`src/rtl/aes_key_expand.sv`:
```
// aes_key_expand: sequential AES key schedule (AES-128/192/256 selected by NK).
// Expands key_in into the word stream w[0..NW-1] and emits one 32-bit word per
// accepted valid/ready handshake. Round constants come from an xtime register.
// Ports:
//   clk, rst        clock, synchronous active-high reset
//   start, key_in   begin expansion of key_in (sampled only in IDLE)
//   busy, done      run in progress / one-cycle completion pulse
//   w_valid/w_ready word stream handshake
//   w_out, w_index  current schedule word and its index
//
// state | meaning
// ------+-----------------------------------------------
// IDLE  | waiting for start, outputs quiet
// RUN   | presenting w[w_index], advancing on handshake
// DONE  | one-cycle completion pulse, then back to IDLE

module sbox (
  input  logic [7:0] i_byte,
  output logic [7:0] o_byte
);
  function automatic logic [7:0] gmul(input logic [7:0] a, input logic [7:0] b);
    logic [7:0] p;
    logic [7:0] aa;
    p  = 8'h00;
    aa = a;
    for (int k = 0; k < 8; k++) begin
      if (b[k]) p = p ^ aa;
      aa = {aa[6:0], 1'b0} ^ (aa[7] ? 8'h1b : 8'h00);
    end
    return p;
  endfunction

  // Multiplicative inverse as x^254 = prod of x^(2^k), k=1..7; maps 0 to 0.
  function automatic logic [7:0] ginv(input logic [7:0] x);
    logic [7:0] sq;
    logic [7:0] res;
    sq  = x;
    res = 8'h01;
    for (int k = 1; k < 8; k++) begin
      sq  = gmul(sq, sq);
      res = gmul(res, sq);
    end
    return res;
  endfunction

  logic [7:0] w_inv;

  always_comb begin
    w_inv  = ginv(i_byte);
    o_byte = w_inv ^ {w_inv[6:0], w_inv[7]} ^ {w_inv[5:0], w_inv[7:6]}
           ^ {w_inv[4:0], w_inv[7:5]} ^ {w_inv[3:0], w_inv[7:4]} ^ 8'h63;
  end
endmodule

module aes_key_expand #(
  parameter int NK = 4
) (
  input  logic             clk,
  input  logic             rst,
  input  logic             start,
  input  logic [32*NK-1:0] key_in,
  output logic             busy,
  output logic             w_valid,
  input  logic             w_ready,
  output logic [31:0]      w_out,
  output logic [5:0]       w_index,
  output logic             done
);
  localparam int NR = NK + 6;
  localparam int NW = 4 * (NR + 1);
  localparam int PW = $clog2(NK);

  typedef enum logic [1:0] {S_IDLE, S_RUN, S_DONE} state_t;

  state_t          r_state;
  state_t          w_state_nxt;
  logic [31:0]     r_win [NK];
  logic [7:0]      r_rcon;
  logic [5:0]      r_idx;
  logic [PW-1:0]   r_phase;

  logic            w_hs;
  logic            w_last;
  logic            w_in_key;
  logic [31:0]     w_t;
  logic [31:0]     w_sub_in;
  logic [31:0]     w_sub;
  logic [31:0]     w_f;
  logic [31:0]     w_word;

  function automatic logic [7:0] xtime(input logic [7:0] r);
    return {r[6:0], 1'b0} ^ (r[7] ? 8'h1b : 8'h00);
  endfunction

  always_ff @(posedge clk) begin
    if (rst) r_state <= S_IDLE;
    else     r_state <= w_state_nxt;
  end

  always_comb begin
    w_state_nxt = r_state;
    case (r_state)
      S_IDLE:  if (start) w_state_nxt = S_RUN;
      S_RUN:   if (w_hs && w_last) w_state_nxt = S_DONE;
      S_DONE:  w_state_nxt = S_IDLE;
      default: w_state_nxt = S_IDLE;
    endcase
  end

  assign w_hs     = (r_state == S_RUN) && w_ready;
  assign w_last   = (r_idx == 6'(NW - 1));
  assign w_in_key = (r_idx < 6'(NK));

  // Window holds w[i-NK..i-1]: r_win[0] is the oldest, r_win[NK-1] the newest.
  assign w_t      = r_win[NK-1];
  assign w_sub_in = (r_phase == '0) ? {w_t[23:0], w_t[31:24]} : w_t;

  for (genvar g = 0; g < 4; g++) begin : g_sub
    sbox u_sbox (
      .i_byte(w_sub_in[8*g +: 8]),
      .o_byte(w_sub[8*g +: 8])
    );
  end

  always_comb begin
    w_f = w_t;
    if (r_phase == '0)
      w_f = w_sub ^ {r_rcon, 24'h000000};
    else if (NK == 8 && int'(r_phase) == 4)
      w_f = w_sub;
  end

  // While i<NK the window is still the raw key, indexed directly by the phase.
  assign w_word = w_in_key ? r_win[r_phase] : (r_win[0] ^ w_f);

  always_ff @(posedge clk) begin
    if (rst) begin
      for (int k = 0; k < NK; k++) r_win[k] <= '0;
      r_rcon  <= 8'h01;
      r_idx   <= '0;
      r_phase <= '0;
    end else if (r_state == S_IDLE && start) begin
      for (int k = 0; k < NK; k++) r_win[k] <= key_in[32*(NK-k)-1 -: 32];
      r_rcon  <= 8'h01;
      r_idx   <= '0;
      r_phase <= '0;
    end else if (w_hs) begin
      if (!w_last) begin
        r_idx   <= r_idx + 6'd1;
        r_phase <= (r_phase == PW'(NK - 1)) ? '0 : r_phase + 1'b1;
      end
      if (!w_in_key) begin
        for (int k = 0; k < NK - 1; k++) r_win[k] <= r_win[k+1];
        r_win[NK-1] <= w_word;
        if (r_phase == '0) r_rcon <= xtime(r_rcon);
      end
    end
  end

  assign busy    = (r_state == S_RUN);
  assign w_valid = (r_state == S_RUN);
  assign done    = (r_state == S_DONE);
  assign w_index = r_idx;
  assign w_out   = (r_state == S_RUN) ? w_word : 32'h0;
endmodule
```
`config.mk`:
```
export PLATFORM = sky130hd
export DESIGN_NAME = aes_key_expand
export DESIGN_NICKNAME = d
export VERILOG_FILES = /design/src/rtl/aes_key_expand.sv
export SDC_FILE = /design/constraint.sdc
export NUM_CORES = 2
export LEC_CHECK = 0
export CAP_MARGIN = 15
export CORE_ASPECT_RATIO = 1.5
export CORE_MARGIN = 2
export CORE_UTILIZATION = 60
export DETAILED_ROUTE_END_ITERATION = 6
export PLACE_DENSITY_LB_ADDON = 0.3
export RECOVER_POWER = 100
export SYNTH_ARGS = -nofsm -noshare
export SYNTH_HDL_FRONTEND = slang
export SYNTH_HIERARCHICAL = 1
export SYNTH_SLANG_ARGS = --single-unit
```
`constraint.sdc`:
```
create_clock -name clk -period 18.8 [get_ports clk]
set_input_delay 1.88 -clock clk [delete_from_list [all_inputs] [get_ports clk]]
set_output_delay 1.88 -clock clk [all_outputs]
set_load 0.005 [all_outputs]
```
==> flow_summary_export.csv <==
group,metric,value,unit
outcome,status,"finished, violations left",
outcome,failed_checks,"DRC, capacitance limit, slew limit",
logic_synthesis,netlist_area,69100,µm²
clocking,clk_latency,0.45,ns
critical_path,cp_slowest_stage_delay,0.57,ns
detailed_routing,vias,65900,
die,rows,152,
clocking,clock_tree.root_cell,"clkbuf_16",
logic_synthesis,syn_nets,8561,
timing,fmax,53.9,MHz
timing,finClkSkew,0.0140,ns
detailed_routing,drt-total-wl,223000,µm
critical_path,cp_num_buf_inv,9,
logic_synthesis,synth.area.top_cells,"xnor2_1 (18%), xnor3_1 (12%), nor2_1 (6.0%)",
place,io_buffers,172,
detailed_routing,drt_iter0_drc,6002,
clocking,path_clk_slew,0.07,ns
detailed_routing,ant_nets,0,
critical_path,worstSetupStartpointType,"flop",
logic_synthesis,ys_types,119,
logic_synthesis,synth-edff-count,128,
logic_synthesis,synth_top_area_share,0.181,
timing,drv_slew,174,
logic_synthesis,syn_area_per_cell,8.23,µm²
timing,finalHoldViolCount,0,
timing,period_share,0.987,
critical_path,required,16.92,ns
die,die_w,281,µm
logic_synthesis,yosys_most_used_dff,"edfxtp_1",
clocking,cts_htree_levels,4,
timing,relSlewSlack,-1.03,
clocking,ctsHoldBuffers,0,
die,fp.dieH,420,µm
detailed_routing,avgRoutedWirePerCell,21.5,µm
die,pin_count,173,
grt,grt_antenna_before_repair,5,
critical_path,crit_type,"reg -> out",
cells_and_area,nNetsFinal,8963,
critical_path,reg2reg_depth,62,
clocking,clockBufferDepth,2,
die,core,114000,µm²
hold_path,hold_depth,2,
place,place_congestion,0.975,
cells_and_area,final_core_util,0.704,
critical_path,r2r-start,"r_phase[0]",
detailed_routing,dr.pass1.iters,7,
timing,period_minus_slack,18.56,ns
clocking,cts_tree,"done",
timing,rsz0062_at_grt,"true",
die,initial_core_util,0.605,
cells_and_area,final_common_cell,"xnor2_1",
logic_synthesis,ys_seq_elements,148,
cells_and_area,seqCellArea,4250,µm²
logic_synthesis,ys_seq_area_frac,0.0614,
place,hpwl,164000,µm
die,dieArea,118000,µm²
critical_path,timing.rr.end,"r_win[3][29]",
flow_run,drv_cap,5,
critical_path,reg2reg_slack,2.76,ns
timing,setup_viol,0,
critical_path,setup.worst_path.end_class,"output pin",
critical_path,cp_max_fo,15,
logic_synthesis,synth_cells,8398,
grt,grt_pass1_vias,62500,
cells_and_area,fill_cells,8943,
grt,grt_overflow,0,
clocking,clock-sinks,148,
grt,grt_usage,0.355,
grt,grt_pass1_wl,340000,µm
cells_and_area,layout_common_cells,"xnor2_1 (1271), nor2_1 (1096), nand2_1 (844)",
hold_path,hp-start,"r_phase[1]",
critical_path,path_common_cell,"xnor2_1",
timing,worst_pin_slew,3.04,ns
logic_synthesis,yosysTopAreaCell,"xnor2_1",
detailed_routing,viasPerCell,6.36,
timing,hold_ws,0.559,ns
critical_path,cp_top_family,"XOR/XNOR gates",
cells_and_area,layout-drive-gt1-share,0.217,
cells_and_area,synthToLayoutAreaGrowth,16.3,%
hold_path,hold_path.class,"reg -> reg",
critical_path,slowest_stage,"xnor3_2",
logic_synthesis,async_reset_ff_frac,0,
logic_synthesis,yosys_warnings,6,
cells_and_area,multiInputGateArea,65400,µm²
grt,grt_max_degree,90,
detailed_routing,drc_errors,1,
critical_path,cp.arrival,16.68,ns
clocking,cts_buffers,17,
-- final cells by class --
| class | count | area share |
|---|---|---|
| Clock buffer | 18 | 0.00546 |
| Inverter | 87 | 0.00409 |
| Timing Repair Buffer | 971 | 0.0984 |
| Sequential cell | 148 | 0.0528 |
| Tap cell | 1540 | 0.0240 |
| Multi-Input combinational cell | 7575 | 0.814 |
| Antenna cell | 2 | 0.0000622 |
| Clock inverter | 14 | 0.00170 |
-- routing by layer --
layer | vias to the layer above | track usage | share of wire
met3 | 891 | 0.0355 | 0.067
li1 | 30300 | - | -
met2 | 3308 | 0.631 | 0.50
met1 | 31400 | 0.410 | 0.37
met4 | 4 | 0.212 | 0.068
met5 | - | 0 | 0.00010
-- through the flow --
step | cell area [µm²] | cells | setup slack (ns) | setup TNS [ns]
finish | 80400 | 10400 | 0.241 | 0
detailed placement | 74400 | 10100 | -0.371 | -2.73
global placement | 74400 | 10100 | -0.196 | -0.534
floorplan | 69100 | 8398 | 0.784 | 0
global route | 80400 | 10400 | -0.219 | -3.73
CTS | 75700 | 10100 | -0.0315 | -0.0576
-- worst max path at each step --
| stage | startpoint | end | depth (start not counted) |
|---|---|---|---|
| global placement | r_phase[0] | w_out[23] | 53 |
| CTS | r_phase[0] | w_out[23] | 56 |
| finish | r_phase[0] | w_out[24] | 61 |
| floorplan | r_phase[0] | w_out[27] | 64 |
| global route | r_phase[0] | w_out[11] | 59 |
| detailed placement | r_phase[0] | w_out[23] | 55 |
-- logic make-up (layout without fill, tap and decap cells) --
family	after synthesis	count (layout)	share of synthesized area
other	0	2	0
and+or+nand+nor	2958	2959	0.195
buffers and inverters	678	1090	0.0470
DFF	148	148	0.0614
muxes	392	392	0.0655
xor gates and xnor gates	2538	2540	0.456
adders and majority gates	35	35	0.00619
AOI/OAI and AO/OA	1649	1649	0.169
-- state kept, by name, summed over array words and instances, names as in the netlist, named ones only --
register and flops:
r_win 128, r_rcon 8, w_index 6, r_phase 2
r_state 2
-- synthesized netlist by cell type (all sizes together) (33+ instances only) --
master  count
xnor2    1647
nor2     1131
nand2     858
xor2      431
xnor3     400
a21oi     346
buf       304
o21ai     302
clkbuf    287
mux2i     276
nor3      221
nand3     185
a22o      142
edfxtp    128
o22ai     112
nand2b     97
mux2       84
nor2b      82
inv        79
a22oi      76
a31oi      68
a211oi     60
and2       60
xor3       60
nand4      58
nor4       57
o31ai      49
o211ai     48
or3        46
a32oi      40
o21a       40
and3       33
-- what timing repair did --
action / 4_1_cts / 5_1_grt
cloned: 0 / 3
gates resized for setup: 88 / 462
endpoints found under the setup margin: 32 / 32
buffers inserted: 17 / 244
pin swaps: 10 / 144
-- worst reg2reg max path, delay by kind of cell, from the launching register on --
family / cells / cell delay (ns)
mux: 6 / 1.52
fa+ha+maj: 2 / 0.48
flops: 1 / 0.34
compound gates: 17 / 4.78
simple gates: 10 / 2.22
xor+xnor: 17 / 4.77
buf+inv: 10 / 1.70
Power is left out: the tool's default activity adds up to more than one toggle a clock period on the data nets, which glitch-free logic cannot reach.
